==> src/rtl/instruction_fetch_pkg.sv <==
// Shared definitions for the instruction fetch unit: word width, reset/step
// defaults and the fetch FSM state encoding.
// FETCH_TIMEOUT_EN adds the FAULT state used by the memory-timeout watchdog.
package instruction_fetch_pkg;

  localparam int unsigned WORD_W = 32;

  localparam logic [WORD_W-1:0] DEFAULT_RESET_PC = 32'h0000_0000;
  localparam logic [WORD_W-1:0] DEFAULT_PC_STEP  = 32'h0000_0001;

  typedef enum logic [1:0] {
    IDLE  = 2'd0,
    REQ   = 2'd1,
    DONE  = 2'd2
`ifdef FETCH_TIMEOUT_EN
    ,
    FAULT = 2'd3
`endif
  } fetch_state_e;

endpackage

==> src/rtl/instruction_fetch_watchdog.sv <==
// Memory-request watchdog for the fetch unit. Counts enabled cycles from 0 and
// flags expiry in the cycle that would make the count reach TIMEOUT_CYCLES.
// Only instantiated when FETCH_TIMEOUT_EN is defined.
module fetch_watchdog #(
  parameter int unsigned TIMEOUT_CYCLES = 15
) (
  input  logic clock,
  input  logic nRst,
  input  logic cnt_en_i,
  input  logic cnt_clr_i,
  output logic expired_o
);

  localparam int unsigned CNT_W = $clog2(TIMEOUT_CYCLES + 1);
  localparam logic [CNT_W-1:0] LAST_CNT = CNT_W'(TIMEOUT_CYCLES - 1);

  logic [CNT_W-1:0] cnt_q;
  logic [CNT_W-1:0] cnt_d;

  // Clear has priority so a restarted request always counts from zero.
  always_comb begin
    cnt_d = cnt_q;
    if (cnt_clr_i) begin
      cnt_d = '0;
    end else if (cnt_en_i) begin
      cnt_d = cnt_q + CNT_W'(1);
    end
  end

  // Count register.
  always_ff @(posedge clock or negedge nRst) begin
    if (!nRst) begin
      cnt_q <= '0;
    end else begin
      cnt_q <= cnt_d;
    end
  end

  assign expired_o = cnt_en_i && (cnt_q == LAST_CNT);

endmodule

==> src/rtl/instruction_fetch.sv <==
// Instruction fetch unit: issues one memory read per fetch_start, latches the
// returned word into ir and supports branch redirects, including squashing a
// request already in flight. FETCH_TIMEOUT_EN adds a sticky memory-timeout fault.
//
// state | meaning
// IDLE  | waiting for fetch_start
// REQ   | mem_req high at fetch_addr, waiting for mem_ack
// DONE  | ir just updated, ir_valid pulse
// FAULT | memory timeout, left only by reset (FETCH_TIMEOUT_EN only)
module instruction_fetch
  import instruction_fetch_pkg::*;
#(
  parameter logic [WORD_W-1:0] RESET_PC       = DEFAULT_RESET_PC,
  parameter logic [WORD_W-1:0] PC_STEP        = DEFAULT_PC_STEP,
  parameter int unsigned       TIMEOUT_CYCLES = 15
) (
  input  logic              clock,
  input  logic              nRst,
  input  logic              fetch_start,
  input  logic              redirect_valid,
  input  logic [WORD_W-1:0] redirect_pc,
  output logic              mem_req,
  output logic [WORD_W-1:0] mem_addr,
  input  logic              mem_ack,
  input  logic [WORD_W-1:0] mem_rdata,
  output logic [WORD_W-1:0] ir,
  output logic              ir_valid,
  output logic [WORD_W-1:0] pc,
  output logic              busy,
  output logic              fetch_fault
);

  fetch_state_e      state_q, state_d;
  logic [WORD_W-1:0] fetch_addr_q, fetch_addr_d;
  logic [WORD_W-1:0] ir_q, ir_d;
  logic [WORD_W-1:0] pc_q, pc_d;
  logic [WORD_W-1:0] target_q, target_d;
  logic              squash_q, squash_d;
  logic              wd_expired;

`ifdef FETCH_TIMEOUT_EN
  fetch_watchdog #(
    .TIMEOUT_CYCLES(TIMEOUT_CYCLES)
  ) u_watchdog (
    .clock     (clock),
    .nRst      (nRst),
    .cnt_en_i  (state_q == REQ),
    .cnt_clr_i ((state_q != REQ) || mem_ack),
    .expired_o (wd_expired)
  );
`else
  assign wd_expired = 1'b0;
`endif

  // Next-state and datapath updates; a redirect arriving together with an ack
  // squashes that ack and restarts straight at the new target.
  always_comb begin
    state_d      = state_q;
    fetch_addr_d = fetch_addr_q;
    ir_d         = ir_q;
    pc_d         = pc_q;
    target_d     = target_q;
    squash_d     = squash_q;
    case (state_q)
      IDLE: begin
        if (redirect_valid) fetch_addr_d = redirect_pc;
        if (fetch_start)    state_d      = REQ;
      end
      REQ: begin
        if (mem_ack) begin
          if (squash_q || redirect_valid) begin
            fetch_addr_d = redirect_valid ? redirect_pc : target_q;
            squash_d     = 1'b0;
            state_d      = REQ;
          end else begin
            ir_d         = mem_rdata;
            pc_d         = fetch_addr_q;
            fetch_addr_d = fetch_addr_q + PC_STEP;
            state_d      = DONE;
          end
        end else begin
          if (redirect_valid) begin
            squash_d = 1'b1;
            target_d = redirect_pc;
          end
`ifdef FETCH_TIMEOUT_EN
          if (wd_expired) state_d = FAULT;
`endif
        end
      end
      DONE: begin
        if (redirect_valid) fetch_addr_d = redirect_pc;
        state_d = IDLE;
      end
`ifdef FETCH_TIMEOUT_EN
      FAULT: state_d = FAULT;
`endif
      default: state_d = IDLE;
    endcase
  end

  // State and datapath registers.
  always_ff @(posedge clock or negedge nRst) begin
    if (!nRst) begin
      state_q      <= IDLE;
      fetch_addr_q <= RESET_PC;
      ir_q         <= '0;
      pc_q         <= RESET_PC;
      target_q     <= RESET_PC;
      squash_q     <= 1'b0;
    end else begin
      state_q      <= state_d;
      fetch_addr_q <= fetch_addr_d;
      ir_q         <= ir_d;
      pc_q         <= pc_d;
      target_q     <= target_d;
      squash_q     <= squash_d;
    end
  end

  assign mem_req  = (state_q == REQ);
  assign mem_addr = fetch_addr_q;
  assign ir       = ir_q;
  assign pc       = pc_q;
  assign ir_valid = (state_q == DONE);
  assign busy     = (state_q != IDLE);
`ifdef FETCH_TIMEOUT_EN
  assign fetch_fault = (state_q == FAULT);
`else
  assign fetch_fault = 1'b0 & wd_expired;
`endif

endmodule

==> config.mk <==
export PLATFORM = sky130hd
export DESIGN_NAME = instruction_fetch
export DESIGN_NICKNAME = d
export VERILOG_FILES = /design/src/rtl/instruction_fetch_pkg.sv /design/src/rtl/instruction_fetch_watchdog.sv /design/src/rtl/instruction_fetch.sv
export SDC_FILE = /design/constraint.sdc
export NUM_CORES = 1
export LEC_CHECK = 0
export CORE_ASPECT_RATIO = 1.25
export CORE_MARGIN = 4
export CORE_UTILIZATION = 32
export DETAILED_ROUTE_END_ITERATION = 10
export PLACE_DENSITY_LB_ADDON = 0.12
export SYNTH_ARGS = -nofsm -noshare
export SYNTH_HDL_FRONTEND = slang
export SYNTH_SLANG_ARGS = --single-unit
==> constraint.sdc <==
create_clock -name clock -period 2.3 [get_ports clock]
set_input_delay 0.345 -clock clock [delete_from_list [all_inputs] [get_ports clock]]
set_output_delay 0.345 -clock clock [all_outputs]
set_load 0.1 [all_outputs]
==> results.md, run 1 <==
* Ys flop type: dfrtp_1
* WP data required at 2.64 ns
* Hold crit path type: input pin to async pin
* CTS tree: built
* Post-synthesis register bit count at 131
* Fmax at 485 MHz
* Residual DRC at 0
* Worst-Margin Slew at 0.528 ns
* Post-CTS Setup Bufs at 0
* Die width at 132 µm
* Cells after Synth at 618
* Final HPWL from detailed placement at 12700 µm
* Routed Wire Length at 18100 µm
* Post-route ant nets at 0
* Full die area at 21500 µm²
* Core ar. at 18800 µm²
* Share of the synthesized area in the top cell type at 53.5%
* Asr flop ratio synth at 100%
* Clk sinks at 131
* Iter 0 DRT Violations at 350
* Worst Clk Skew at 0.00959 ns
* Total Nets Final at 857
* Via count at 5298
* Synth Cell Area at 6130 µm²
* CP Launch Type: register
* H-tree levels at 4
* Clk_lat worst skew at 0.42 ns
* CTS clk-pin slew, worst paths at 0.06 ns
* Routed len/inst at 17.5 µm
* Num ports at 169
* Routability Congestion at 0.810
* CP Class: register to register
* Post-synthesis sequential area ratio at 53.5%
* CTS Root Cell: clkbuf_16
* Hold_buf cts at 1
* Initial antenna violation count at 0
* Unrepaired setup endpoints after global routing: no
* Final Setup Violations at 0
* Share of cells above drive strength 1 at 30.6%
* Period utilization at 89.6%
* Routed vias/inst at 5.13
* Tmin final at 2.06 ns
* Vias in the first global route at 5418
* Main area contributors after synthesis: dfrtp_1 53%, mux2_2 10%, nand2_1 8.3%, o21ai_0 3.5%, a21oi_1 2.9%
* CP Launch Point: mem_addr[0]
* Average size of a mapped cell at 9.92 µm²
* # port buffers at 167
* Synth Warn # at 0
* Drt pass-1 iters at 4
* First-pass GRT wire length at 29400 µm
* Slew margin rel. at 64.6%
* CTS Buf Count at 17
* Fin. max-slew vios at 0
* Beginning of the worst register-to-register path: mem_addr[0]
* Post-CTS Resized at 0
* Max Root-Sink Buffers at 2
* GRT Resource Usage Total at 17.1%
* Row count at 56
* Die height at 163 µm
* Remaining global-route overflow at 0
* Area growth from synthesis to layout at 40.1%
* Post-synth EDFFs at 0
* Crit path DAT at 2.40 ns
* Critical Path End Type: register
* CP Max Fanout at 11
* Final Cell Area at 8590 µm²
* Status: finished, final reports clean
* Starting Density at 32.6%
* Maxcap violations at 0
* Synth unique cells at 53
* Area of placed instances at 8000 µm²
* Post-synth top area cell: dfrtp_1
* Antenna cell count at 0
* Fillers at 1797
* Mapped Nets at 688
* Largest net degree at the start of global routing at 50
* Fin. Hold Viols at 0
==> critical path, stage by stage (launching register included) <==
cell and delay (ns):
dfrtp_2 0.42, ha_1 0.26, nand4_1 0.14, nor4_2 0.29, buf_4 0.25, nand3_1 0.11, or4_1 0.42, nand3_1 0.10
==> final cells by class <==
| class | count | area, µm² | area share (%) |
|---|---|---|---|
| timing repair buffer | 196 | 1750 | 20.3 |
| inverter | 7 | 26.3 | 0.306 |
| clock buffer | 23 | 478 | 5.57 |
| tap | 232 | 290 | 3.38 |
| multi-input combinational | 434 | 2640 | 30.8 |
| clock inverter | 9 | 104 | 1.21 |
| sequential | 131 | 3300 | 38.5 |
==> kinds of logic (layout without fill, tap and decap cells) <==
logic type | count (synthesis) | after routing | synth area share (%)
simple gates | 244 | 244 | 18.9
buf+inv | 53 | 235 | 3.84
fa+ha+maj | 1 | 1 | 0.204
flops | 131 | 131 | 53.5
other cells | 1 | 1 | 0.0612
xor+xnor | 1 | 1 | 0.143
mux | 61 | 61 | 11.2
compound gates | 126 | 126 | 12.2
==> state kept, by name (all words and copies together), names as in the netlist <==
register  cells
ir           32
mem_addr     32
pc           32
squash_q      1
state_q       2
target_q     32
==> cell usage in the layout (no fill, tap or decap), types with 5 or more instances in the layout <==
cell type / synthesis / routed
inv_1: 6 / 6
a31oi_1: 10 / 10
nor2_1: 22 / 21
buf_12: 0 / 8
mux2_2: 56 / 56
nand3_1: 31 / 30
dfrtp_2: 0 / 19
a21oi_1: 36 / 36
o31a_1: 6 / 6
buf_4: 2 / 119
nand2_1: 136 / 136
nand4_1: 11 / 11
o21ai_1: 6 / 6
o21ai_0: 43 / 43
clkbuf_16: 0 / 17
clkdlybuf4s50_1: 0 / 67
a221oi_1: 5 / 5
dfrtp_1: 131 / 112
and3_1: 19 / 19
==> final timing paths <==
| kind | endpoint | depth (start not counted) | slack [ns] |
|---|---|---|---|
| min | ir[0] | 2 | 0.39 |
| min reg2reg | ir[19] | 2 | 0.48 |
| max | mem_addr[28] | 7 | 0.24 |
| max in group asynchronous | ir[15] | 3 | 1.21 |
| min in group clock | ir[26] | 3 | 0.45 |
| max reg2reg | mem_addr[28] | 7 | 0.24 |
==> cell usage after synthesis, drive strengths merged, types with 4 or more instances <==
library cell / number
nor2: 22
a21oi: 36
nand4: 13
nand2: 137
mux2: 59
buf: 23
o31a: 6
a221oi: 5
o311a: 4
clkbuf: 23
nand3: 31
inv: 7
and3: 19
a31oi: 10
o21ai: 49
dfrtp: 131
o22ai: 4
==> stage by stage <==
| step | utilization [%] | instances | setup TNS [ns] | worst slack [ns] | hold WS [ns] |
|---|---|---|---|---|---|
| final | 45.7 | 1032 | 0 | 0.240 | 0.394 |
| after global routing | 45.7 | 1032 | 0 | 0.104 | 0.428 |
| after CTS | 45.7 | 1032 | 0 | 0.210 | 0.389 |
| after detailed placement | 42.6 | 999 | 0 | 0.0924 | 0.268 |
| after global placement | 42.6 | 999 | 0 | 0.135 | 0.256 |
| after floorplan | - | 618 | -0.0101 | -0.0101 | 0.0494 |
==> layer usage <==
layer,vias up,wire (µm),global-route usage (%)
met4,0,252,6.02
li1,2526,-,-
met3,23,1490,6.37
met5,-,0,0
met2,183,8320,26.2
met1,2566,8000,22.3
Power of run 1 is left out: the tool's default activity adds up to more than one toggle a clock period on the data nets, which glitch-free logic cannot reach.
==> run 2: changes to the inputs <==
Settings changed: CORE_MARGIN 4 to default.
==> run 2 against run 1 <==
Clock skew increased by 0.0017 ns; flip-flop and latch count unchanged; non-clock buffer count is 2 lower; critical path depth is the same.
==> results.md, run 2 (synthesis gave the netlist of run 1 again) <==
* Status: finished, final reports clean (unchanged)
* Placed cells at 997 (was 999)
* Period utilization at 87.3% (was 89.6%)
* GRT Resource Usage Total at 18.3% (was 17.1%)
* GR Util met3 at 6.46% (was 6.37%)
* Max Root-Sink Buffers at 2 (unchanged)
* CP Max Fanout at 11 (unchanged)
* Routability Congestion at 0.781 (was 0.810)
* Final worst slack at 0.293 ns (was 0.240 ns)
* Drt pass-1 iters at 4 (unchanged)
* Most frequent cells in the layout: 136 x nand2_1, 118 x buf_4, 112 x dfrtp_1 (was 136 x nand2_1, 119 x buf_4, 112 x dfrtp_1)
* Via count at 5222 (was 5298)
* Fillers at 1780 (was 1797)
* Routed len/inst at 16.8 µm (was 17.5 µm)
* H-tree levels at 4 (unchanged)
* Total Nets Final at 855 (was 857)
* Area growth from synthesis to layout at 41.0% (was 40.1%)
* Met2 usage in global routing at 29.4% (was 26.2%)
* Global route hottest layer: met2 (unchanged)
* Crit path DAT at 2.36 ns (was 2.40 ns)
* Slew margin rel. at 60.2% (was 64.6%)
* Iter 0 DRT Violations at 314 (was 350)
* CP Launch Type: register (unchanged)
* Routed vias/inst at 5.07 (was 5.13)
* Die height at 157 µm (was 163 µm)
* Final Non-Filler Cells at 1030 (was 1032)
* CP Class: register to register (unchanged)
* Vias in the first global route at 5207 (was 5418)
* Worst-Margin Slew at 0.597 ns (was 0.528 ns)
* Post-route ant nets at 0 (unchanged)
* Die width at 126 µm (was 132 µm)
* Hold crit path type: input pin to async pin (unchanged)
* Fin. Hold Viols at 0 (unchanged)
* CTS Root Cell: clkbuf_16 (unchanged)
* CTS Buf Count at 17 (unchanged)
* Residual DRC at 0 (unchanged)
* Tmin final at 2.01 ns (was 2.06 ns)
* Clk_lat worst skew at 0.42 ns (about the same)
* WP data required at 2.65 ns (was 2.64 ns)
* Final HPWL from detailed placement at 11900 µm (was 12700 µm)
* First-pass GRT wire length at 27700 µm (was 29400 µm)
* Initial antenna violation count at 0 (unchanged)
* Num ports at 169 (unchanged)
* Place WS at 0.155 ns (was 0.0924 ns)
* Core ar. at 18800 µm² (unchanged)
* Fin. max-slew vios at 0 (unchanged)
* Share of cells above drive strength 1 at 30.8% (was 30.6%)
* Fmax at 498 MHz (was 485 MHz)
* Most common cell after layout, fill and taps aside: nand2_1 (unchanged)
* Remaining global-route overflow at 0 (unchanged)
* Full die area at 19700 µm² (was 21500 µm²)
* Maxcap violations at 0 (unchanged)
* Starting Density at 32.6% (unchanged)
* Routed Wire Length at 17300 µm (was 18100 µm)
* Worst Clk Skew at 0.0113 ns (was 0.00959 ns)
* Row count at 56 (unchanged)
* Antenna cell count at 0 (unchanged)
* Clk sinks at 131 (unchanged)
* Unrepaired setup endpoints after global routing: no (unchanged)
* Global routing usage on met1 at 22.9% (was 22.3%)
* CTS clk-pin slew, worst paths at 0.06 ns (about the same)
* Critical Path End Type: register (unchanged)
* Final Setup Violations at 0 (unchanged)
* CTS tree: built (unchanged)
* # port buffers at 167 (unchanged)
* Largest net degree at the start of global routing at 59 (was 50)
[run 2: changes by cell type in the layout (fill, tap and decap cells not counted), sizes merged]
cell      before  now
clkbuf        23   18
clkinvlp       2    4
buf          128  126
bufinv         2    6
clkinv         5    4
[run 2: final cells by class]
class                      instances  area (µm²)  share of cell area [%]
clock buffer                      18         439                    5.08
clock inverter                    14         234                    2.71
inverter                           7        26.3                   0.304
multi-input combinational        434        2640                    30.5
sequential                       131        3300                    38.2
tap                              232         290                    3.36
timing repair buffer             194        1720                    19.9
[run 2: routing by layer]
metal / vias to the layer above / part of all wire (%)
met3: 14 / 7.2
met4: 0 / 1.0
met1: 2538 / 44
li1: 2505 / -
met5: - / 0
met2: 165 / 47
[run 2: path summary, 6_finish.rpt]
| check | startpoint | to | slack [ns] | depth (start not counted) |
|---|---|---|---|---|
| min in group clock | mem_rdata[12] | ir[12] | 0.45 | 3 |
| max reg2reg | mem_addr[0] | mem_addr[28] | 0.29 | 7 |
| max in group asynchronous | nRst | mem_addr[10] | 1.19 | 3 |
| max | mem_addr[0] | mem_addr[28] | 0.29 | 7 |
| min | nRst | ir[1] | 0.45 | 2 |
| min reg2reg | ir[1] | ir[1] | 0.48 | 2 |
[run 2: repair_timing]
action / 4_1_cts / 5_1_grt
hold endpoints to repair: 55 / 0
gates resized for setup: 0 / 0
buffers inserted: 0 / 0
hold buffers: 1 / 0
[run 2: through the flow]
| step | util, % | TNS (ns) | hold WS [ns] | cell area (µm²) |
|---|---|---|---|---|
| after floorplan | - | -0.0101 | 0.0494 | 6160 |
| after global placement | 42.4 | 0 | 0.370 | 7960 |
| after detailed placement | 42.4 | 0 | 0.370 | 7960 |
| after CTS | 46.0 | 0 | 0.431 | 8650 |
| after global routing | 46.0 | 0 | 0.437 | 8650 |
| final | 46.0 | 0 | 0.450 | 8650 |
[run 2: worst max-delay path, stage by stage, from the launching register on]
cell and delay, ns:
dfrtp_2 0.43, ha_1 0.28, nand4_1 0.14, nor4_2 0.25, buf_4 0.23, nand3_1 0.11, or4_1 0.41, nand3_1 0.09
Power of run 2 is left out for the same reason.
==> run 3: changes to the inputs <==
Settings changed: SLEW_MARGIN from default to 15.
==> results of run 3 <==
Same layout as run 2: the final DEF is identical, and so are final timing and power.
Power of run 3 is left out for the same reason.
==> variant 1 (flow settings as in run 1) <==
Put a register stage on the output `fetch_fault`, cleared by the reset. The value now appears one clock later. The other outputs are not delayed to match.
--- a/src/rtl/instruction_fetch.sv
+++ b/src/rtl/instruction_fetch.sv
@@ -127,7 +127,13 @@
 `ifdef FETCH_TIMEOUT_EN
   assign fetch_fault = (state_q == FAULT);
 `else
-  assign fetch_fault = 1'b0 & wd_expired;
+  always_ff @(posedge clock or negedge nRst) begin
+    if (!nRst) begin
+      fetch_fault <= '0;
+    end else begin
+      fetch_fault <= 1'b0 & wd_expired;
+    end
+  end
 `endif
 
 endmodule
Function: kept (Yosys induction, for registers that start in step).
==> variant 1 against run 1 <==
  * Core utilization about the same
  * Clock skew shrank 0.0014 ns
  * Synthesized area rose by 4.6%
  * Sequential cell count unchanged
  * Design area up 4.0%
  * Synthesized cell count grew 5.3%
  * Via count grew 7.4%
  * First-iteration DRC count is 1.7% higher
  * Setup slack got worse by 0.088 ns
  * Wire length is 11% higher
Power is not shown: default switching activity piles up to over one toggle a cycle in this logic, so the estimate is an artifact.
==> variant 1: results (changes against run 1) <==
[routing]
vias=5690  ; +7.4%
drt_wl_total_um=20100  ; +11%
ant_nets=0  ; unchanged
dr.pass1.iters=6  ; +2
drt_iter0_markers=356  ; +1.7%

[cells_and_area]
drive_gt1_share_pct=31.0  ; +0.39 points
final.fill_count=1929  ; +7.3%
num_antenna_cells=0  ; unchanged
finalNetCount=892  ; +4.1%

[placement]
io_buffers=167  ; unchanged
gp_congestion=0.839  ; +3.6%
pre_cts_ws_ns=0.0473  ; -0.0450 ns
hpwlAfterDp_um=14800  ; +16%

[outcome]
outcome=finished, final reports clean

[synth]
async_flop_share_pct=100  ; unchanged
synthTopCellsByArea=dfrtp_1 51%, mux2_2 10%, nand2_1 8.3%, o21ai_0 2.7%, nand4_1 2.4%
ys_types=50  ; -5.7%
ys_dominant_reg_cell=dfrtp_1
ys_seq_area_share_pct=51.1  ; -2.4 points
syn_nets=721  ; +4.8%
ys_top_cells_by_count=141 x nand2_1, 131 x dfrtp_1, 58 x mux2_2, 35 x o21ai_0, 32 x clkbuf_1
ys.warnings.count=0  ; unchanged

[critical_path]
r2r-start=state_q[0]
crit_fanout=17  ; +6
critical_path.slowest_cell=dfrtp_1
slowest_delay_ns=0.67  ; +0.25 ns
crit_type=reg -> reg
arrival_ns=2.48  ; +0.08 ns
r2r_end=mem_addr[9]
r2r_cells=5  ; -2

[global_route]
grt_pass1_wl_um=32300  ; +9.9%
grt_start_max_net_pins=68  ; +36%
grt_pass1_vias=5895  ; +8.8%
grtUsageTotal_pct=18.4  ; +1.3 points
antenna_found_initial=0  ; unchanged

[clock_network]
clockBufferDepth=2  ; unchanged
cts.clk_slew.worst_paths_ns=0.06  ; about the same
htree_levels=4  ; unchanged
cts_buffers=17  ; unchanged
clk_latency_ns=0.42  ; about the same
cts-root-buf=clkbuf_16

[hold_path]
hold_class=in -> async

[timing]
setup_ws_ns=0.152  ; -0.0878 ns
finClkSkew_ns=0.00819  ; -0.00139 ns
worstMarginPinSlew_ns=0.530  ; +0.00215 ns
final-max-slew-violation-count=0  ; unchanged

==> variant 1: area by class of cell <==
cell class                 instances  share of cell area (%)
timing repair buffer             200                    19.7
inverter                          13                   0.546
clock buffer                      17                    4.76
multi-input combinational        459                    32.4
clock inverter                    15                    1.78
sequential                       131                    37.0
tap                              265                    3.71
==> variant 1: repair_timing <==
action	CTS	global route
resized for setup	0	0
hold buffers	1	0
hold endpoints to repair	35	0
buffers inserted	0	0
==> variant 1: worst max-delay path by stage <==
stage                     cells after the start            to
after floorplan                               2      ir_valid
after global placement                        6  mem_addr[27]
after global routing                          5  mem_addr[24]
after detailed placement                      6   mem_addr[9]
after CTS                                     5   mem_addr[9]
final                                         5   mem_addr[9]
==> variant 1: kinds of logic after synthesis <==
group	share of synthesized area, %
muxes	12.2
adders and majority gates	0.195
AOI/OAI and AO/OA	10.6
buffers and inverters	4.00
other	0.0585
and+or+nand+nor	21.8
DFF	51.1
==> variant 1: stage by stage <==
step | hold WS (ns) | instance area (um^2) | instances
6_report | 0.397 | 8930 | 1100
5_1_grt | 0.429 | 8930 | 1100
4_1_cts | 0.397 | 8930 | 1100
3_5_place_dp | 0.274 | 8340 | 1067
3_3_place_gp | 0.268 | 8340 | 1067
2_1_floorplan | 0.0494 | 6450 | 651
==> variant 1: per-layer routing <==
| layer | GRT usage, % | up-vias | wire length [um] |
|---|---|---|---|
| li1 | - | 2670 | - |
| met2 | 30.4 | 217 | 10100 |
| met3 | 5.21 | 34 | 1460 |
| met4 | 8.19 | 0 | 627 |
| met5 | 0 | - | 0 |
| met1 | 22.1 | 2769 | 7900 |
==> variant 1: worst max-delay path: cells and delay by family (launching register included) <==
kind	cells	cell delay, ns
AOI/OAI and AO/OA	2	0.30
and+or+nand+nor	2	0.87
DFF	1	0.67
buffers and inverters	1	0.22
==> variant 2 (settings of run 1) <==
Without the edit above. The package constant `WORD_W` goes from 32 to 28.
--- a/src/rtl/instruction_fetch_pkg.sv
+++ b/src/rtl/instruction_fetch_pkg.sv
@@ -3,7 +3,7 @@
 // FETCH_TIMEOUT_EN adds the FAULT state used by the memory-timeout watchdog.
 package instruction_fetch_pkg;
 
-  localparam int unsigned WORD_W = 32;
+  localparam int unsigned WORD_W = 28;
 
   localparam logic [WORD_W-1:0] DEFAULT_RESET_PC = 32'h0000_0000;
   localparam logic [WORD_W-1:0] DEFAULT_PC_STEP  = 32'h0000_0001;
Ports: changed (5 resized); port bits go from 169 to 149. The function was not compared with the original's and may differ.
==> variant 2 against run 1 <==
  * Design area shrank 10%
  * Wire length shrank 15%
  * Setup slack gained 0.068 ns
  * Synthesized area shrank 12%
  * Non-clock buffer count shrank 24
  * Sequential cell count shrank 16
  * Hold slack gained 0.054 ns
  * Die area shrank 12%
  * Critical endpoint is now mem_addr[24]
  * Highest routed layer unchanged
Power is not shown: default switching activity piles up to over one toggle a cycle in this logic, so the estimate is an artifact.
==> variant 2: results (changes against run 1) <==
[outcome]
outcome=finished, final reports clean

[global_route]
grt_start_max_net_pins=44  ; -12%
grt_pass1_wl_um=25100  ; -15%
grt_pass1_vias=4847  ; -11%

[placement]
hpwlAfterDp_um=11000  ; -14%
pre_cts_ws_ns=0.111  ; +0.0189 ns
io_buffers=147  ; -12%
gp_congestion=0.796  ; -1.7%
place_inst=897  ; -10%

[critical_path]
arrival_ns=2.27  ; -0.13 ns
slowest_delay_ns=0.44  ; +0.02 ns
r2r_cells=5  ; -2
crit_fanout=7  ; -4
critical_path.top_delay_family=simple AND/OR/NAND/NOR gates
r2r_end=mem_addr[24]
r2r_setup_slack_ns=0.31  ; +0.07 ns

[cells_and_area]
finalNetCount=763  ; -11%
num_antenna_cells=0  ; unchanged
final.fill_count=1553  ; -14%

[synth]
ys_types=50  ; -5.7%
ys_top_cells_by_count=127 x nand2_1, 115 x dfrtp_1, 51 x mux2_2, 35 x o21ai_0, 33 x nand3_1
synth_cells=542  ; -12%
syn_nets=604  ; -12%

[routing]
drt_wl_total_um=15400  ; -15%
drt_iter0_markers=247  ; -29%
dr.pass1.iters=5  ; +1
via_per_inst=5.04  ; -1.9%

[clock_network]
clk_latency_ns=0.42  ; about the same
htree_levels=4  ; unchanged
postCtsHoldBufs=1  ; unchanged

[timing]
finClkSkew_ns=0.00807  ; -0.00152 ns
slew_headroom_pct=64.0  ; -0.56 points

-- variant 2: worst max path at each step --
stage,start,endpoint,slack [ns],depth (start not counted)
6_report,mem_addr[0],mem_addr[24],0.31,5
5_1_grt,mem_addr[0],mem_addr[24],0.11,5
4_1_cts,mem_addr[0],mem_addr[24],0.28,5
3_5_place_dp,redirect_valid,mem_addr[24],0.11,6
3_3_place_gp,redirect_valid,mem_addr[26],0.16,7
2_1_floorplan,mem_addr[0],mem_addr[26],0.04,6
-- variant 2: logic make-up (layout without fill, tap and decap cells) --
group                      count (synthesis)  in the layout  synth area share, %
other                                      1              1               0.0698
buffers and inverters                     40            212                 3.52
DFF                                      115            115                 53.6
AOI/OAI and AO/OA                        108            108                 12.2
and+or+nand+nor                          225            225                 19.5
adders and majority gates                  1              1                0.233
muxes                                     52             52                 10.9
-- variant 2: per-layer routing --
metal | share of wire [%] | GRT usage (%)
met2 | 49 | 27.4
met5 | 0 | 0
met4 | 1.8 | 6.33
met1 | 42 | 20.6
met3 | 7.3 | 6.10
-- variant 2: worst reg2reg max path: cells and delay by family, from the launching register on --
kind	cells	cell delay, ns
AND/OR/NAND/NOR	3	0.79
flip-flops	1	0.44
AO/OA/AOI/OAI	1	0.41
adder cells (fa/ha/maj)	1	0.22
-- variant 2: area by class of cell --
| cell class | instances | share of cell area [%] |
|---|---|---|
| clock buffers | 22 | 6.01 |
| clock inverters | 10 | 2.62 |
| inverters | 8 | 0.389 |
| multi-input cells | 387 | 30.0 |
| flip-flops and latches | 115 | 37.6 |
| well taps | 216 | 3.50 |
| repair buffers | 172 | 20.0 |
-- variant 2: metrics by stage --
step                      cell area (um^2)  hold WS, ns  util, %
after floorplan                       5390       0.0494        -
after global placement                7050        0.366     43.1
after detailed placement              7050        0.364     43.1
after CTS                             7720        0.433     47.3
after global routing                  7720        0.446     47.3
final                                 7720        0.448     47.3
